--- src/rtl/output_queue.sv ---
// Per-port packet queue: FIFO plus output holding register, gated by the credit manager's can_send.
// Latency 2 edges from accepted input to out_valid; the held word is never retracted under out_ready backpressure.
module output_queue #(
    parameter int DATA_W = 64,
    parameter int DEPTH  = 8
) (
    input  logic                       clk,
    input  logic                       rst,
    input  logic                       in_valid,
    input  logic [DATA_W-1:0]          in_data,
    output logic                       in_ready,
    input  logic                       can_send,
    output logic                       out_valid,
    output logic [DATA_W-1:0]          out_data,
    input  logic                       out_ready,
    output logic                       outq_credit_return,
    output logic [$clog2(DEPTH+1)-1:0] count,
    output logic                       empty
);

    localparam int PW = $clog2(DEPTH);
    localparam int CW = $clog2(DEPTH+1);
    localparam logic [CW-1:0] FULL = CW'(DEPTH);

    typedef enum logic {IDLE, VALID} state_t;

    state_t            state_q, state_d;
    logic [DATA_W-1:0] mem_q [DEPTH];
    logic [PW-1:0]     wr_ptr_q, wr_ptr_d;
    logic [PW-1:0]     rd_ptr_q, rd_ptr_d;
    logic [CW-1:0]     count_q, count_d;
    logic [DATA_W-1:0] out_data_q, out_data_d;
    logic              credit_q, credit_d;

    logic push, pop, xfer, load, fifo_empty;

    assign fifo_empty = (count_q == '0);
    assign in_ready   = (count_q != FULL);
    assign push       = in_valid & in_ready;
    assign xfer       = (state_q == VALID) & out_ready;
    // can_send is only consulted when the holding register is free or being vacated
    assign load       = !fifo_empty & can_send & ((state_q == IDLE) | xfer);
    assign pop        = load;

    always_comb begin
        state_d    = state_q;
        wr_ptr_d   = wr_ptr_q;
        rd_ptr_d   = rd_ptr_q;
        count_d    = count_q;
        out_data_d = out_data_q;
        credit_d   = xfer;

        if (push) wr_ptr_d = wr_ptr_q + PW'(1);
        if (pop)  rd_ptr_d = rd_ptr_q + PW'(1);

        case ({push, pop})
            2'b10:   count_d = count_q + CW'(1);
            2'b01:   count_d = count_q - CW'(1);
            default: count_d = count_q;
        endcase

        if (load) out_data_d = mem_q[rd_ptr_q];

        case (state_q)
            IDLE:    if (load) state_d = VALID;
            VALID:   if (xfer && !load) state_d = IDLE;
            default: state_d = IDLE;
        endcase
    end

    always_ff @(posedge clk or posedge rst) begin
        if (rst) begin
            state_q    <= IDLE;
            wr_ptr_q   <= '0;
            rd_ptr_q   <= '0;
            count_q    <= '0;
            out_data_q <= '0;
            credit_q   <= 1'b0;
        end else begin
            state_q    <= state_d;
            wr_ptr_q   <= wr_ptr_d;
            rd_ptr_q   <= rd_ptr_d;
            count_q    <= count_d;
            out_data_q <= out_data_d;
            credit_q   <= credit_d;
        end
    end

    // Storage needs no reset: pointers and count define which entries are live.
    always_ff @(posedge clk) begin
        if (push) mem_q[wr_ptr_q] <= in_data;
    end

    assign out_valid          = (state_q == VALID);
    assign out_data           = out_data_q;
    assign outq_credit_return = credit_q;
    assign count              = count_q;
    assign empty              = fifo_empty;

endmodule

--- config.mk ---
export PLATFORM = sky130hd
export DESIGN_NAME = output_queue
export DESIGN_NICKNAME = d
export VERILOG_FILES = /design/src/rtl/output_queue.sv
export SDC_FILE = /design/constraint.sdc
export NUM_CORES = 1
export LEC_CHECK = 0
export ABC_CLOCK_PERIOD_IN_PS = 17700
export CAP_MARGIN = 20
export CELL_PAD_IN_SITES_DETAIL_PLACEMENT = 0
export CELL_PAD_IN_SITES_GLOBAL_PLACEMENT = 1
export CORE_MARGIN = 3
export CORE_UTILIZATION = 30
export CTS_CLUSTER_SIZE = 25
export DETAILED_ROUTE_END_ITERATION = 8
export PLACE_DENSITY = 0.57
export SLEW_MARGIN = 10
export SYNTH_ARGS = -nofsm -noshare
export SYNTH_HDL_FRONTEND = slang
export SYNTH_SLANG_ARGS = --single-unit
--- constraint.sdc ---
create_clock -name clk -period 17.7 [get_ports clk]
set_input_delay 5.31 -clock clk [delete_from_list [all_inputs] [get_ports clk]]
set_output_delay 5.31 -clock clk [all_outputs]
set_load 0.01 [all_outputs]
# Word-level counts from Yosys, hierarchy flattened
# Memory sizes are Yosys's and may differ from the RTL's. A register that Yosys moved wholly into a read port is not among the register bits.
# Cells that the tools add are included.
op_classes:
  addsub: 4
  eq_ne: 3
  mux: 6
  bitwise: 6
  reduce_logical: 5
op_table:
  columns: ["op", "n"]
  rows:
  - ["4-bit case mux with 2 select lines", 1]
  - ["3-bit by 1-bit adder with 3-bit output (second input constant)", 2]
  - ["4-bit by 1-bit adder with 4-bit output (second input constant)", 1]
  - ["1-bit AND", 4]
  - ["4-bit zero test", 1]
  - ["1-bit two-way mux", 4]
  - ["4-bit != test (second input constant)", 1]
  - ["4-bit by 1-bit subtractor with 4-bit output (second input constant)", 1]
  - ["2-bit by 1-bit == test with 1-bit output (second input constant)", 1]
  - ["2-bit == test (second input constant)", 1]
  - ["1-bit zero test", 2]
  - ["1-bit case mux with 2 select lines", 1]
  - ["2-bit nonzero test", 1]
  - ["1-bit logical AND", 1]
  - ["1-bit inverter", 1]
  - ["1-bit bitwise OR", 1]
totals:
  reg_bits: 12
  ramBits: 512
  in_bits: 69
  out_inout_bits: 72
  word_cells: 30
  memories: 1
mem_list:
  columns: ["name", "depth", "word_bits", "rd", "rd_clocked_by_memory_dff", "write_ports", "line_no", "source"]
  rows:
  - ["mem_q", 8, 64, 1, 1, 1, "28", "logic [DATA_W-1:0] mem_q [DEPTH];"]

# Logic depth before layout (Yosys ltp)
# Gate-level depths: netlist of run 1.
logic_depth:
  depth_word: 8
  depth_mapped: 12
  ltp_nobuf: 9

# Worst setup path before layout of run 1
# No wires, ideal clock.
synth_path:
  kind: "input to register"
  startpoint: "input in_valid"
  endpoint: "memory mem_q[0][0], enable pin"
  setup_time_ns: 0.565
  arrival_ns: 10.089
  required_ns: 17.135
  slack_ns: 7.047
  stages: 3
  path_buffers: 0
  cell_sequence: "nand2_1 > or2_2 > nor3_1"
synth_between:
  elab_chain_len: 3
synth_rtl:
  columns: ["item", "line_no", "source"]
  rows:
  - ["from (decl)", "9", "input logic in_valid,"]
  - ["1-bit AND", "39", "assign push = in_valid & in_ready;"]
  - ["1-bit two-way mux", "91", "if (push) mem_q[wr_ptr_q] <= in_data;"]
  - ["1-bit two-way mux (not written as such)", "91", null]
  - ["to (decl)", "28", null]
# No other way between the ends.

# Worst setup path after layout of run 1
layout_path:
  startpoint: "input in_valid"
  endpoint: "memory mem_q[2][44], enable pin"
# Same word-level chain as after synthesis.

==> qor.txt, run 1 <==
status = complete, no violations
first-pass GRT wire length = 71900 µm
Max Cap Viol = 0
ANT nets after route = 0
total gr overflow = 0
routed length per instance = 21.7 µm
Root Driver = clkbuf_16
WP buf/inv = 2
io pins = 141
Initial Util = 30.5%
Yosys Warn Count = 0
hold_buf cts = 0
PwrDens = 165 mW/mm²
cells after synthesis = 1011
CP endpoint kind = register
Post-CTS Setup Repair Bufs = 0
FP Rows = 98
fin. max-slew vios = 0
RD Place Congestion = 0.670
CTS resizes = 0
Syn-to-layout area delta = 21.2%
Max stage delay on crit path = 760 ps
synthesized area = 0.0220 mm²
detailed-route DRC error count = 0
Setup CP Type = in2reg
ys flop type = edfxtp_1
H-Tree Depth = 2
RSZ-0062 raised after global routing = no
final core occ = 37.0%
fillers = 6622
sequential-to-total area share from yosys stat = 78.5%
Hold/Removal Path Class = reg2reg
Post-synth ARST share = 12.9%
worst slew pin tran = 966 ps
final WL = 47500 µm
leakage power = 8.75 nW
Die Y = 277 µm
crit path max fanout = 40
Post-Syn Area per Cell = 21.8 µm²
core area = 0.0721 mm²
vias in the first global route = 10900
setup violators final = 0
Die X = 277 µm
count of cell types in the netlist = 30
Setup Skew = 23.2 ps
hold_ws = 527 ps
Peak supply drop = 0.0000859 V
CTS Buffer Depth = 3
clk slew on worst S/H paths = 60 ps
TritonCTS clock tree = yes
Total GRT Usage = 12.5%
number of synthesized flops with an enable pin = 512
detailed placer's ending HPWL = 25200 µm
fin crit share = 43.4%
critical path's slowest cell = nor2_4
post-synth top area cell = edfxtp_1
Post-Syn Nets = 1085
fin crit period = 7680 ps
initial antenna violation count = 6
Top delay family on crit path = simple AND/OR/NAND/NOR gates
total CTS buffers = 59
DR vias = 10100
largest net degree at the start of global routing = 134
setup TNS = 0 ps
fraction of layout cells with a size suffix above 1 = 21.8%
most common cell after layout, fill and taps aside = edfxtp_1
vias per cell = 4.63
setup slack, reg-to-reg = 14360 ps
Slew HR = 35.5%
fmax = 130 MHz
Critical Path AT = 7920 ps
Cell Chain, Critical Path = clkdlybuf4s50_1 -> nand2_1 -> or2_2 -> nor2_4 -> buf_4
full die area = 0.0767 mm²
clk_lat worst skew = 620 ps
commonest non-fill, non-tap cells in the layout = edfxtp_1, clkdlybuf4s50_1, mux4_2, dfrtp_1, nor2_1
Port Buffers = 140
First-pass DRT Iterations = 7
initial drt markers = 741
top-area cell type share of the netlist area = 69.8%
CTS sink count = 588
CP Launch Type = input port
Final nets = 1255
post-synthesis register bit count = 588
final hold violations = 0
worst path required time = 17930 ps
Synth area leaders = edfxtp_1, mux4_2, dfrtp_1
[synth_stat cells (2+ instances only)]
cell type and n:
a21oi_1 65, buf_2 29, buf_4 12, clkbuf_1 7
dfrtp_1 76, edfxtp_1 512, ha_1 5, inv_1 3
mux2_2 3, mux2i_1 64, mux4_2 128, nand2_1 6
nand2b_1 3, nand3_1 2, nor2_1 73, nor3_1 2
o21ai_0 2, xnor2_1 4, xor2_1 4
[report_power, final]
group          internal (mW)  switching, mW
combinational          0.581          0.565
sequential              1.78          0.153
clock                  0.805          0.528
total                   3.17           1.25
[worst paths after layout]
path	from	end	depth (start not counted)
min	out_data[21]	out_data[21]	2
max	in_valid	mem_q[2][44]	5
max reg2reg	rd_ptr_q[1]	out_data[39]	5
max in group asynchronous	rst	rd_ptr_q[0]	3
min reg2reg	out_data[21]	out_data[21]	2
min in group asynchronous	rst	out_data[38]	2
[stage by stage]
stage	instance area [µm²]	cells	power [mW]	worst slack, ps
3_5_place_dp	24600	2070	3.16	9280
2_1_floorplan	22000	1011	2.70	7050
6_report	26700	2186	4.41	10020
3_3_place_gp	24600	2070	3.15	9310
4_1_cts	26700	2182	4.51	9950
5_1_grt	26700	2184	4.66	9810
[sequential cells by signal (all words and copies together), names as in the netlist]
signal	cells
outq_credit_return	1
mem_q	512
out_valid	1
count	4
rd_ptr_q	3
out_data	64
wr_ptr_q	3
[tightest hold or removal path: cells and delay by family, from the launching register on]
family | cells | cell delay, ps
flops | 1 | 340
compound gates | 1 | 100
simple gates | 1 | 50
[metal layers]
layer  part of all wire, %  vias to the layer above  routed length, µm  track usage, %
met5                 0.084                        -                 40               0
li1                      -                     4478                  -               -
met1                    44                     5392              20700            16.6
met2                    50                      183              23600            20.8
met4                   1.7                        6                808            2.98
met3                   4.9                       64               2310            2.82
[cells by family after synthesis]
logic type / count (synthesis) / share of synthesized area, %
AOI/OAI and AO/OA: 71 / 1.76
xor gates and xnor gates: 8 / 0.318
adders and majority gates: 5 / 0.284
buffers and inverters: 54 / 1.33
DFF: 588 / 78.5
muxes: 195 / 16.2
and+or+nand+nor: 90 / 1.68
[final cells by class]
type	instances	area [µm²]	share of cell area (%)
diodes	4	10.0	0.0375
flip-flops and latches	588	17300	64.8
clock inverters	41	526	1.97
inverters	3	13.8	0.0516
repair buffers	160	1560	5.86
well taps	950	1190	4.45
clock buffers	71	1590	5.96
multi-input cells	369	4510	16.9
Power figures use the tool's default switching activity.
==> run 2, diff against run 1 <==
Settings changed: ABC_CLOCK_PERIOD_IN_PS 17700 to 6550, PLACE_DENSITY 0.57 to 0.58.
Clock period 17.7 ns to 6.55 ns, I/O delays scaled along.
==> run 2 against run 1 <==
Final cell count grew 0.32%. Largest cell class unchanged. Die area is the same. Clock-buffer cell count grew 28. Critical path depth shrank 3. Largest power group unchanged. Combinational power grew to 2.8 times the previous value.
==> qor.txt, run 2 (synthesis gave the netlist of run 1 again) <==
Total GRT Usage = 12.5%
CTS sink count = 588
core area = 0.0721 mm²
Initial Util = 30.5%
Critical Path AT = 2200 ps
fin. max-slew vios = 0
RSZ-0062 raised after global routing = no
Non-Filler Instances = 2193
most common cell after layout, fill and taps aside = edfxtp_1
setup violators final = 0
design area = 0.0270 mm²
GRT busiest layer = met2
H-Tree Depth = 3
Power Internal = 8.78 mW
clock share of power = 31.3%
RD Place Congestion = 0.645
TritonCTS clock tree = yes
Die X = 277 µm
Flop pwr share = 42.6%
Setup CP Type = reg2out
routing usage on met2 = 20.6%
total gr overflow = 0
Port Buffers = 140
initial antenna violation count = 5
fillers = 6569
crit path max fanout = 8
status = complete, no violations
commonest non-fill, non-tap cells in the layout = edfxtp_1, clkdlybuf4s50_1, mux4_2, dfrtp_1, clkbuf_16
start point of the critical path = count[0]
Post-CTS Setup Repair Bufs = 0
CTS resizes = 0
worst slew pin tran = 1090 ps
First-pass DRT Iterations = 4
hold_buf cts = 0
Comb pwr share = 26.1%
clk_lat worst skew = 600 ps
Peak supply drop = 0.000206 V
initial drt markers = 674
leakage power = 8.85 nW
Register Area = 0.0173 mm²
detailed placer's ending HPWL = 26700 µm
DP Worst Slack = 1870 ps
total net switching power = 3.44 mW
fraction of layout cells with a size suffix above 1 = 21.5%
Net Sw Frac = 28.2%
Max Cap Viol = 0
met3 GRT Util = 2.87%
ANT nets after route = 0
CTS Buffer Depth = 3
largest net degree at the start of global routing = 85
FP Rows = 98
io pins = 141
Setup Skew = 36.9 ps
setup TNS = 0 ps
clk slew on worst S/H paths = 60 ps
Slew HR = 27.5%
full die area = 0.0767 mm²
number of flip-flops in the largest register = 512
Hold/Removal Path Class = reg2reg
detailed-route DRC error count = 0
Root Driver = clkbuf_16
CP Launch Type = register
final hold violations = 0
CP endpoint kind = primary output
Cells after DPL = 2069
total CTS buffers = 67
Final nets = 1263
Reg with most FFs = mem_q
min-delay src = out_data[2]
multi-input logic area = 0.00452 mm²
DR vias = 10100
PwrDens = 453 mW/mm²
worst path required time = 4590 ps
vias per cell = 4.59
GRT met1 Usage = 16.4%
vias in the first global route = 10900
fmax = 240 MHz
reg2reg start = count[1]
hold_ws = 524 ps
Die Y = 277 µm
fin crit period = 4170 ps
routed length per instance = 21.7 µm
Syn-to-layout area delta = 22.5%
first-pass GRT wire length = 71500 µm
Post-DP Area = 0.0246 mm²
fin crit share = 63.7%
final WL = 47500 µm
setup ws final = 2380 ps
run 2: changes by cell type in the layout (fill, tap and decap cells not counted), moves of 3 or more:
| cell | previous run | this run |
|---|---|---|
| diode_2 | 4 | 1 |
| buf_4 | 19 | 12 |
| buf_12 | 1 | 8 |
| clkbuf_1 | 5 | 19 |
| clkbuf_16 | 59 | 70 |
| clkinvlp_4 | 4 | 1 |
| bufinv_16 | 11 | 7 |
| clkbuf_8 | 7 | 10 |
| clkinv_2 | 16 | 8 |
run 2: per-layer routing:
metal / wire length, µm / part of all wire, % / up-vias
met3: 2180 / 4.6 / 76
met1: 20800 / 44 / 5312
li1: - / - / 4479
met2: 23600 / 50 / 183
met5: 49 / 0.10 / -
met4: 886 / 1.9 / 8
run 2: cell type report:
| type | instances | area share [%] |
|---|---|---|
| Clock inverter | 23 | 1.26 |
| Inverter | 3 | 0.0510 |
| Tap cell | 950 | 4.41 |
| Sequential cell | 588 | 64.1 |
| Multi-Input combinational cell | 369 | 16.8 |
| Timing Repair Buffer | 160 | 6.12 |
| Antenna cell | 1 | 0.00928 |
| Clock buffer | 99 | 7.27 |
run 2: worst max-delay path, cell delays in order, from the launching register on:
cell and delay (ps):
dfrtp_1 490, or4b_4 630, clkdlybuf4s50_1 510
run 2: power by group through the flow:
stage	registers (mW)	logic, mW	clock network [mW]
2_1_floorplan	5.20	2.10	0
6_report	5.21	3.19	3.83
4_1_cts	5.23	3.30	3.94
5_1_grt	5.29	3.49	4.09
3_5_place_dp	5.30	3.30	0
3_3_place_gp	5.28	3.28	0
run 2: path summary, 6_finish.rpt:
path | endpoint | slack, ps | cells past startpoint
min reg2reg | out_data[2] | 520 | 2
max reg2reg | mem_q[1][19] | 3650 | 4
min in group asynchronous | out_data[33] | 1920 | 2
min | out_data[2] | 520 | 2
max in group asynchronous | out_data[40] | 3780 | 3
max | in_ready | 2380 | 2
run 2: stage by stage:
stage	utilization, %	power, mW
detailed placement	34.2	8.60
finish	37.4	12.2
floorplan	-	7.30
global route	37.4	12.9
CTS	37.4	12.5
global placement	34.2	8.57
==> run 3, diff against run 2 <==
Settings changed: ABC_CLOCK_PERIOD_IN_PS 6550 to 3950, PLACE_DENSITY 0.58 to 0.57.
Clock period 6.55 ns to 3.95 ns, I/O delays scaled along.
==> run 3 against run 2 <==
Global-route usage down 0.33 points. Non-clock buffer count up 4. Via count down 0.93%. Highest routed layer unchanged. Largest cell class unchanged.
==> qor.txt, run 3 (synthesis gave the netlist of run 1 again) <==
status = complete, no violations
Root Driver = clkbuf_16
clk slew on worst S/H paths = 60 ps
Post-CTS Setup Repair Bufs = 0
final WL = 46400 µm
total gr overflow = 0
clk_lat worst skew = 610 ps
Hold/Removal Path Class = reg2reg
vias in the first global route = 10700
commonest non-fill, non-tap cells in the layout = edfxtp_1, clkdlybuf4s50_1, mux4_2, dfrtp_1, nor2_1
setup violators final = 0
Die Y = 277 µm
CTS Buffer Depth = 3
ANT nets after route = 0
FP Rows = 98
vias per cell = 4.56
io pins = 141
hold_buf cts = 0
Peak supply drop = 0.000365 V
most common cell after layout, fill and taps aside = edfxtp_1
Cell Chain, Critical Path = or4b_4 -> clkdlybuf4s50_1
fmax = 295 MHz
reg2reg start = count[1]
fin crit period = 3390 ps
CTS resizes = 0
hold depth = 2
start point of the critical path = count[1]
R2R depth = 9
full die area = 0.0767 mm²
final core occ = 37.1%
First-pass DRT Iterations = 4
H-Tree Depth = 2
Max stage delay on crit path = 600 ps
TritonCTS clock tree = yes
Max Cap Viol = 0
setup ws final = 561 ps
first-pass GRT wire length = 71100 µm
fin. max-slew vios = 0
Syn-to-layout area delta = 21.6%
CTS sink count = 588
DP Worst Slack = 645 ps
number of flip-flops in the largest register = 512
total CTS buffers = 58
Initial Util = 30.5%
RD Place Congestion = 0.689
Port Buffers = 140
routed length per instance = 21.2 µm
initial drt markers = 539
min-delay src = out_data[9]
CP endpoint kind = primary output
fraction of layout cells with a size suffix above 1 = 21.4%
RSZ-0062 raised after global routing = no
detailed-route DRC error count = 0
Slew HR = 55.1%
Final nets = 1258
Setup CP Type = reg2out
Die X = 277 µm
detailed placer's ending HPWL = 26500 µm
final hold violations = 0
crit path max fanout = 10
core area = 0.0721 mm²
PwrDens = 736 mW/mm²
DR vias = 9964
fin crit share = 85.8%
CP Launch Type = register
initial antenna violation count = 5
worst path required time = 2760 ps
Setup Skew = 19.0 ps
Reg with most FFs = mem_q
leakage power = 8.75 nW
Critical Path AT = 2200 ps
worst slew pin tran = 673 ps
critical path's slowest cell = or4b_4
largest net degree at the start of global routing = 83
Total GRT Usage = 12.1%
run 3: metal layers:
layer,up-vias,wire [µm],global-route usage (%)
met4,6,793,2.98
met5,-,32,0
li1,4473,-,-
met1,5251,21000,16.7
met3,58,2280,2.98
met2,176,22200,19.5
run 3: path summary, 6_finish.rpt:
kind / end / slack [ps]
setup / recovery: in_ready / 560
min in group asynchronous: out_data[35] / 940
hold / removal: out_data[9] / 520
max in group asynchronous: rd_ptr_q[0] / 2300
hold reg to reg: out_data[9] / 520
setup reg to reg: count[2] / 1440
run 3: critical path: cells and delay by family (launching register included):
kind,cells,cell delay [ps]
buffers and inverters,1,500
flip-flops,1,500
AND/OR/NAND/NOR,1,600
run 3: area by class of cell:
cell class | count | area [µm²]
inverter | 3 | 13.8
clock inverter | 44 | 490
fill | 6578 | 45300
timing repair buffer | 164 | 1760
sequential | 588 | 17300
clock buffer | 66 | 1500
tap | 950 | 1190
multi-input combinational | 369 | 4520
antenna | 2 | 5.00
run 3: power by group:
group | switching, mW | internal [mW] | total (mW)
Combinational | 2.61 | 2.72 | 5.33
Clock | 2.33 | 3.39 | 5.72
Sequential | 0.680 | 7.96 | 8.64
Total | 5.62 | 14.1 | 19.7
run 3: through the flow:
| step | total power [mW] | hold slack (ps) | TNS (ps) | instance area, µm² | std cells |
|---|---|---|---|---|---|
| 6_report | 19.7 | 525 | 0 | 26800 | 2186 |
| 5_1_grt | 20.8 | 560 | 0 | 26800 | 2184 |
| 4_1_cts | 20.1 | 530 | 0 | 26800 | 2184 |
| 3_5_place_dp | 14.3 | 518 | 0 | 24800 | 2074 |
| 3_3_place_gp | 14.3 | 517 | 0 | 24800 | 2074 |
| 2_1_floorplan | 12.1 | 491 | -200250 | 22000 | 1011 |
